## src/rtl/ss_pkg.sv

```systemverilog
// Shared definitions for ss stream blocks: count-width helper and buffering modes.
package ss_pkg;

  // Width needed to hold values 0..depth inclusive.
  function automatic int ss_cw(input int depth);
    return $clog2(depth + 1);
  endfunction

  typedef enum logic {
    SS_CUT_THROUGH = 1'b0,
    SS_STORE_FWD   = 1'b1
  } ss_mode_e;

endpackage

```

## src/rtl/ss_if.sv

```systemverilog
// ss stream interface: data/keep/last/user carried with valid/ready handshake.
interface ss_if #(
  parameter int NUM_BYTES = 8,
  parameter int USER_BITS = 1
);
  logic [NUM_BYTES*8-1:0] data;
  logic [NUM_BYTES-1:0]   keep;
  logic                   valid;
  logic                   last;
  logic [USER_BITS-1:0]   user;
  logic                   ready;

  modport sink   (input  data, keep, valid, last, user, output ready);
  modport source (output data, keep, valid, last, user, input  ready);
endinterface

```

## src/rtl/ss_fifo_ptr.sv

```systemverilog
// Pointer/occupancy tracker for a power-of-two FIFO; callers never push when full or pop when empty.
module ss_fifo_ptr
  import ss_pkg::*;
#(
  parameter int  DEPTH = 16,
  localparam int AW    = $clog2(DEPTH),
  localparam int CW    = ss_cw(DEPTH)
) (
  input  logic          clk,
  input  logic          rst,
  input  logic          push,
  input  logic          pop,
  output logic          full,
  output logic          empty,
  output logic [CW-1:0] count,
  output logic [AW-1:0] wr_ptr,
  output logic [AW-1:0] rd_ptr
);

  assign full  = (count == CW'(DEPTH));
  assign empty = (count == '0);

  // Pointers are exactly log2(DEPTH) bits, so wrap is free.
  always_ff @(posedge clk) begin
    if (rst) begin
      wr_ptr <= '0;
      rd_ptr <= '0;
      count  <= '0;
    end else begin
      if (push) wr_ptr <= wr_ptr + 1'b1;
      if (pop)  rd_ptr <= rd_ptr + 1'b1;
      case ({push, pop})
        2'b10:   count <= count + 1'b1;
        2'b01:   count <= count - 1'b1;
        default: count <= count;
      endcase
    end
  end

endmodule

```

## src/rtl/ss_fifo.sv

```systemverilog
// ss stream FIFO with occupancy/packet status and optional store-and-forward release.
module ss_fifo
  import ss_pkg::*;
#(
  parameter int  NUM_BYTES   = 8,
  parameter int  USER_BITS   = 1,
  parameter int  DEPTH       = 16,
  parameter int  PACKET_MODE = 0,
  localparam int CW          = ss_cw(DEPTH),
  localparam int AW          = $clog2(DEPTH)
) (
  input  logic          clk,
  input  logic          rst,
  ss_if.sink            in,
  ss_if.source          out,
  output logic [CW-1:0] occupancy,
  output logic [CW-1:0] pkt_count,
  output logic          err_oversize
);

  typedef struct packed {
    logic [NUM_BYTES*8-1:0] data;
    logic [NUM_BYTES-1:0]   keep;
    logic                   last;
    logic [USER_BITS-1:0]   user;
  } beat_t;

  beat_t         mem [DEPTH];
  beat_t         wr_beat, rd_beat;
  logic          push, pop, full, empty, bypass, out_valid;
  logic [CW-1:0] count;
  logic [AW-1:0] wr_ptr, rd_ptr;

  ss_fifo_ptr #(.DEPTH(DEPTH)) u_ptr (
    .clk    (clk),
    .rst    (rst),
    .push   (push),
    .pop    (pop),
    .full   (full),
    .empty  (empty),
    .count  (count),
    .wr_ptr (wr_ptr),
    .rd_ptr (rd_ptr)
  );

  assign in.ready = !full;
  assign push     = in.valid && !full;
  assign pop      = out_valid && out.ready;

  assign wr_beat = '{data: in.data, keep: in.keep, last: in.last, user: in.user};
  assign rd_beat = mem[rd_ptr];

  always_ff @(posedge clk) begin
    if (push) mem[wr_ptr] <= wr_beat;
  end

  always_comb begin
    out_valid = !empty && (PACKET_MODE == 0 || pkt_count != '0 || bypass);
  end

  assign out.valid = out_valid;
  assign out.data  = rd_beat.data;
  assign out.keep  = rd_beat.keep;
  assign out.last  = rd_beat.last;
  assign out.user  = rd_beat.user;

  always_ff @(posedge clk) begin
    if (rst) begin
      pkt_count <= '0;
    end else begin
      case ({push && in.last, pop && rd_beat.last})
        2'b10:   pkt_count <= pkt_count + 1'b1;
        2'b01:   pkt_count <= pkt_count - 1'b1;
        default: pkt_count <= pkt_count;
      endcase
    end
  end

  // A full buffer with no complete packet can never release one; fall back to
  // cut-through until that oversize packet's last beat drains.
  always_ff @(posedge clk) begin
    if (rst) begin
      bypass       <= 1'b0;
      err_oversize <= 1'b0;
    end else if (PACKET_MODE != 0) begin
      if (pop && rd_beat.last) bypass <= 1'b0;
      if (full && pkt_count == '0) begin
        bypass       <= 1'b1;
        err_oversize <= 1'b1;
      end
    end
  end

  assign occupancy = count;

endmodule

```

## src/flat_wrapper.sv

```systemverilog
// flat-port wrapper written by rule: the top's interface ports become plain ports
module ss_fifo_flat import ss_pkg::*;
#(
  parameter int  NUM_BYTES   = 8,
  parameter int  USER_BITS   = 1,
  parameter int  DEPTH       = 16,
  parameter int  PACKET_MODE = 0,
  localparam int CW          = ss_cw(DEPTH),
  localparam int AW          = $clog2(DEPTH)
)
  (clk, rst, occupancy, pkt_count, err_oversize, in_data, in_keep, in_valid, in_last, in_user, in_ready, out_data, out_keep, out_valid, out_last, out_user, out_ready);
  ss_if #(.NUM_BYTES(NUM_BYTES), .USER_BITS(USER_BITS)) in_i ();
  ss_if #(.NUM_BYTES(NUM_BYTES), .USER_BITS(USER_BITS)) out_i ();
  input  logic clk;
  input  logic rst;
  output logic [CW-1:0] occupancy;
  output logic [CW-1:0] pkt_count;
  output logic err_oversize;
  input wire logic [$bits(in_i.data)-1:0] in_data;
  input wire logic [$bits(in_i.keep)-1:0] in_keep;
  input wire logic [$bits(in_i.valid)-1:0] in_valid;
  input wire logic [$bits(in_i.last)-1:0] in_last;
  input wire logic [$bits(in_i.user)-1:0] in_user;
  output wire logic [$bits(in_i.ready)-1:0] in_ready;
  output wire logic [$bits(out_i.data)-1:0] out_data;
  output wire logic [$bits(out_i.keep)-1:0] out_keep;
  output wire logic [$bits(out_i.valid)-1:0] out_valid;
  output wire logic [$bits(out_i.last)-1:0] out_last;
  output wire logic [$bits(out_i.user)-1:0] out_user;
  input wire logic [$bits(out_i.ready)-1:0] out_ready;
  assign in_i.data = in_data;
  assign in_i.keep = in_keep;
  assign in_i.valid = in_valid;
  assign in_i.last = in_last;
  assign in_i.user = in_user;
  assign in_ready = in_i.ready;
  assign out_data = out_i.data;
  assign out_keep = out_i.keep;
  assign out_valid = out_i.valid;
  assign out_last = out_i.last;
  assign out_user = out_i.user;
  assign out_i.ready = out_ready;
  ss_fifo #(.NUM_BYTES(NUM_BYTES), .USER_BITS(USER_BITS), .DEPTH(DEPTH), .PACKET_MODE(PACKET_MODE)) u_core (.clk(clk), .rst(rst), .in(in_i), .out(out_i), .occupancy(occupancy), .pkt_count(pkt_count), .err_oversize(err_oversize));
endmodule
```

## config.mk

```make
export PLATFORM = sky130hd
export DESIGN_NAME = ss_fifo_flat
export DESIGN_NICKNAME = d
export VERILOG_FILES = /design/src/rtl/ss_pkg.sv /design/src/rtl/ss_if.sv /design/src/rtl/ss_fifo_ptr.sv /design/src/rtl/ss_fifo.sv /design/src/flat_wrapper.sv
export SDC_FILE = /design/constraint.sdc
export NUM_CORES = 1
export LEC_CHECK = 0
export BUFFER_PORTS_ARGS = -buffer_cell sky130_fd_sc_hd__buf_2
export CAP_MARGIN = 0
export CORE_MARGIN = 1.5
export CORE_UTILIZATION = 51
export DETAILED_ROUTE_END_ITERATION = 16
export PLACE_DENSITY = 0.74
export SYNTH_ARGS = -nofsm -noshare
export SYNTH_HDL_FRONTEND = slang
export SYNTH_SLANG_ARGS = --single-unit
```

## constraint.sdc

```tcl
create_clock -name clk -period 9.3 [get_ports clk]
set_clock_uncertainty 0.15 [all_clocks]
set_input_delay 0.465 -clock clk [delete_from_list [all_inputs] [get_ports clk]]
set_output_delay 0.465 -clock clk [all_outputs]
set_load 0.1 [all_outputs]
```

Word level (Yosys, flattened, before mapping)
Memory sizes are Yosys's and may differ from the RTL's. A register that Yosys moved wholly into a read port is not among the register bits.
Cells that the tools add are included.
{"block": "classes", "div_mod_pow": 0, "n_lt_le_gt_ge": 0, "addsub": 6, "n_mux": 6, "n_reduce_logical": 9, "n_mul": 0, "bitwise": 0, "shifts": 0, "n_eq_ne": 5}
{"operator": "5-bit case mux with 2 select lines", "count": 2}
{"operator": "5-bit by 1-bit adder with 5-bit output (second input constant)", "count": 2}
{"operator": "5-bit by 1-bit subtractor with 5-bit output (second input constant)", "count": 2}
{"operator": "4-bit by 1-bit adder with 4-bit output (second input constant)", "count": 2}
{"operator": "4-bit two-way mux", "count": 2}
{"operator": "5-bit equality test (second input constant)", "count": 1}
{"operator": "5-bit logical NOT", "count": 1}
{"operator": "2-bit by 1-bit equality test with 1-bit output (second input constant)", "count": 2}
{"operator": "2-bit equality test (second input constant)", "count": 2}
{"operator": "1-bit logical AND", "count": 4}
{"operator": "2-bit nonzero test", "count": 2}
{"operator": "1-bit logical NOT", "count": 2}
{"operator": "1-bit two-way mux", "count": 2}
{"block": "word_totals", "wordCells": 31, "ram_bits": 1184, "latchBits": 0, "mem_bits_ro": 0, "output_inout_bits": 87, "reg_bits": 18, "n_memories": 1}
{"name": "u_core.mem", "words": 16, "width": 74, "rd": 1, "rd_ports_with_merged_regs": 1, "wr": 1, "line_no": "ss_fifo.sv:28", "source": "beat_t mem [DEPTH];"}

Logic depth before layout (Yosys ltp)
{"block": "depth", "ltp_word": 6, "mapped_depth": 12}

Cells and area by module
From an unflattened synthesis, not the netlist that was laid out.
{"block": "hier_totals", "cells_unflattened": 1963, "hier_area_um2": 45404.8}
{"mod": "ss_fifo", "instances": 1, "cells_per_inst": 1879, "area_per_inst_um2": 44656.6, "seq_area_each_um2": 35654.2}
{"mod": "ss_fifo_ptr", "instances": 1, "cells_per_inst": 84, "area_per_inst_um2": 748.2, "seq_area_each_um2": 260.2}

Least setup slack after synthesis
No wires, ideal clock.
{"block": "synth_path", "path_type": "register to register", "startpoint": "register u_core.u_ptr.count[0]", "endpoint": "memory u_core.mem[2][0] (netlist bit) (enable)", "path_buffers": 0, "arrival_time_ns": 6.886, "synth_period_minus_slack_ns": 7.633, "path_stages_with_launch": 5, "path_slack_ns": 1.667, "path_cell_list": "dfxtp_1 -> nor4_1 -> a21boi_1 -> nand2_1 -> nor3_1"}
{"block": "synth_via", "elab_chain_cells": 5}
{"element": "from (decl)", "line_no": "ss_fifo_ptr.sv:15", "source": "output logic [CW-1:0] count,"}
{"element": "from (signal assigned)", "line_no": "ss_fifo_ptr.sv:33", "source": "2'b10: count <= count + 1'b1;"}
{"element": "from (signal assigned)", "line_no": "ss_fifo_ptr.sv:34", "source": "2'b01: count <= count - 1'b1;"}
{"element": "from (signal assigned)", "line_no": "ss_fifo_ptr.sv:35", "source": "default: count <= count;"}
{"element": "5-bit equality test", "line_no": "ss_fifo_ptr.sv:20", "source": "assign full = (count == CW'(DEPTH));"}
{"element": "1-bit logical NOT", "line_no": "ss_fifo.sv:47", "source": "assign push = in.valid && !full;"}
{"element": "1-bit logical AND", "line_no": "ss_fifo.sv:47"}
{"element": "1-bit two-way mux", "line_no": "ss_fifo.sv:54", "source": "if (push) mem[wr_ptr] <= wr_beat;"}
{"element": "1-bit two-way mux (implied by the code)", "line_no": "ss_fifo.sv:54"}
{"element": "to (decl)", "line_no": "ss_fifo.sv:28"}
Every way passes these cells.

==> metrics.md <==
| Metric | Value |
|---|---|
| Setup repair after global routing missed its margin | false |
| Nature of the critical path startpoint | flip-flop |
| Worst setup margin | 4.34 ns |
| Top-count cell post-synth | edfxtp_1 |
| Netlist cell types | 35 |
| Io pins | 165 |
| Place WS | 4.74 ns |
| Leakage power total | 0.0165 uW |
| Average wire per standard cell | 28.3 um |
| Overall power | 13,700 uW |
| Maximum root-to-sink buffer count | 3 |
| Setup-failing EPs final | 0 |
| Clock latency on the worst-skew pair | 0.69 ns |
| Worst-path clk slew | roughly 0.060 ns |
| Hold Path Class | primary input to flip-flop |
| Worst path arrival time | 4.34 ns |
| EDFF count, synth | 1,184 |
| CTS Sinks | 1,206 |
| Die Span X | a little over 300 um |
| Die height | 302 um |
| Via count | approximately 21,000 |
| Vias per cell | 6.11 |
| Iteration-0 DRC Markers | around 2,100 |
| Post-DP HPWL | 48,700 um |
| Global-route wire length before repair | 146,000 um |
| Layout cell share with drive strength beyond 1 | between 20 and 30% |
| Post-synthesis sequential area ratio | approximately 79% |
| I/O Buffers | 163 |
| First-pass DRT Iterations | 5 |
| TritonCTS clock tree | done |
| Cell Area, Synth | 45,500 um2 |
| Final hold vios | 0 |
| Num rows | 109 |
| Synth top area share | around four fifths |
| Fin. max-slew vios | 0 |
| GP Congestion | slightly above 0.7 |
| Fin crit share | between 50% and 60% |
| Cells after synthesis | 1,972 |
| Layout Nets | about 2,400 |
| Core area | 88,400 um2 |
| CTS Buf Count | about 120 |
| Tot GR Track Use | between 20% and 30% |
| R2R Path End | u_core.pkt_count[4] |
| Syn_area_per_cell | 23.1 um2 |
| Seq cells post-synth | 1,206 |
| Crit-path max FO | slightly above 100 |
| Rel. slew slack | 17.6% |
| Reg2reg path depth | 10 |
| Routed Antenna Nets | 0 |
| Core Util, Final | 59.1% |
| Max-Cap Viols | 0 |
| Largest cells by area after synthesis | edfxtp_1 (78%), mux4_2 (15%), a22oi_1 (2.4%), dfxtp_1 (0.97%), nand2_1 (0.68%) |
| Post-synth ARST share | 0% |
| Number of global-route vias before repair | 22,300 |
| Die Footprint | around 90,000 um2 |
| Hold path cells | 1 |
| Worst Tran Pin Value | 1.23 ns |
| Area Overhead vs Synth | 14.9% |
| Post-CTS Setup Bufs | 0 |
| Critical Path RT | just under 9 ns |
| Setup tns final | 0 ns |
| H-tree depth | 3 |
| Hold endpoint | u_core.mem[9][1] |
| Largest net degree at the start of global routing | 172 |
| Post-route minimum period | roughly 5 ns |
| Synth warn | 0 |
| R2r setup slk | between 4 and 5 ns |
| Fmax | 0.202 GHz |
| Post-Route WL | 99,700 um |
| Ys flop type | edfxtp_1 |
| Post-synth top area cell | edfxtp_1 |
| Power Dens Cells | 263 nW/um2 |
| VDD IR max | 0.214 mV |
| CTS root buf | clkbuf_16 |
| Crit Path Class | flip-flop to primary output |
| Final hold slack | approximately 0.048 ns |
| Crit end category | primary output |
| Synth Net Count | 2,065 |
| Outcome | completed |
| Critical hold path startpoint | in_last |
| Drt drc | 0 |
| Starting density of the core | 51.5% |
| Post-synth top cells | edfxtp_1 (1,184), mux4_2 (296), a22oi_1 (146), nand2_1 (82), clkbuf_1 (57) |
| Initial antenna violation count | 9 |
| Gr ovfl total | 0 |
-- power by group --
part | internal (uW) | switching [uW] | total, uW | leakage (uW)
Sequential | 6130 | 89.3 | 6220 | 0.0109
Combinational | 841 | 1940 | 2780 | 0.00380
Clock | 2750 | 1980 | 4720 | 0.00185
-- state kept, by name, indices dropped and copies added (netlist names), named ones only --
register / flops
u_core.mem: 1184
u_core.pkt_count: 5
u_core.u_ptr.count: 5
u_core.u_ptr.rd_ptr: 4
u_core.u_ptr.wr_ptr: 4
-- routing by layer --
layer,up-vias,routed length (um),GRT usage [%]
li1,8952,-,-
met1,11500,39400,30.3
met2,872,51200,37.6
met3,132,7050,4.07
met4,10,1890,5.69
met5,-,65,0
-- cell families (layout without fill, tap and decap cells) --
logic type	Yosys count	in the layout	share of synthesized area, %
adder cells (fa/ha/maj)	15	15	0.446
AO/OA/AOI/OAI	165	165	2.69
flip-flops	1206	1206	79.1
other	1	3	0.00824
multiplexers	303	303	14.8
buffers and inverters	119	497	1.33
AND/OR/NAND/NOR	153	153	1.41
XOR/XNOR	10	10	0.193
-- worst max-delay path by stage --
| stage | startpoint | end | slack, ns | cells past startpoint |
|---|---|---|---|---|
| after CTS | flip-flop | out_data[31] | 4.14 | 6 |
| after floorplan | u_core.u_ptr.count[0] | u_core.mem[2][0] | 1.67 | 4 |
| after detailed placement | flip-flop | u_core.pkt_count[4] | 4.74 | 10 |
| after global placement | flip-flop | u_core.pkt_count[4] | 4.76 | 10 |
| after global routing | flip-flop | out_data[31] | 3.93 | 6 |
| final | flip-flop | out_data[31] | 4.34 | 6 |
-- worst max-delay path, stage by stage, from the launching register on --
cell	delay, ns
dfxtp_4	0.69
buf_12	0.68
buf_4	0.81
mux4_2	0.59
a22oi_1	0.24
nand2_1	0.16
buf_2	0.33
-- layout by cell type, fill, tap and decap left out, types with 3 or more instances in the layout --
master and count:
clkinv_1 22, edfxtp_1 1184, a21oi_1 9, mux2i_1 5, buf_4 39, nor4_1 3, mux4_2 296, clkbuf_1 23
ha_1 13, clkinv_2 15, nor2_4 13, clkbuf_16 115, dfxtp_1 20, buf_12 3, dlygate4sd3_1 73, xor2_1 9
inv_6 4, nand2b_1 4, nand2_1 82, buf_2 163, o211ai_1 3, clkinvlp_4 5, inv_1 11, a22oi_1 146
bufinv_16 17, nor2_1 35, nor3_2 4
-- per-stage QoR --
step | std cells | cell area (um2)
global route | 3517 | 52300
CTS | 3515 | 52300
floorplan | 1972 | 45500
finish | 3517 | 52300
global placement | 3234 | 47700
detailed placement | 3234 | 47700
-- final cells by class --
| cell class | count | area (um2) |
|---|---|---|
| clock buffers | 138 | 2960 |
| multi-input cells | 647 | 9030 |
| inverters | 11 | 41.3 |
| well taps | 1165 | 1460 |
| clock inverters | 70 | 858 |
| flip-flops and latches | 1206 | 36000 |
| diodes | 2 | 5.00 |
| repair buffers | 278 | 1900 |
| fillers | 6176 | 36100 |
-- timing repair --
action,CTS,global route
endpoints found under the setup margin,0,0
hold buffers,73,0
resized for setup,0,0
endpoints found under the hold margin,1166,0
Power figures use the tool's default switching activity.
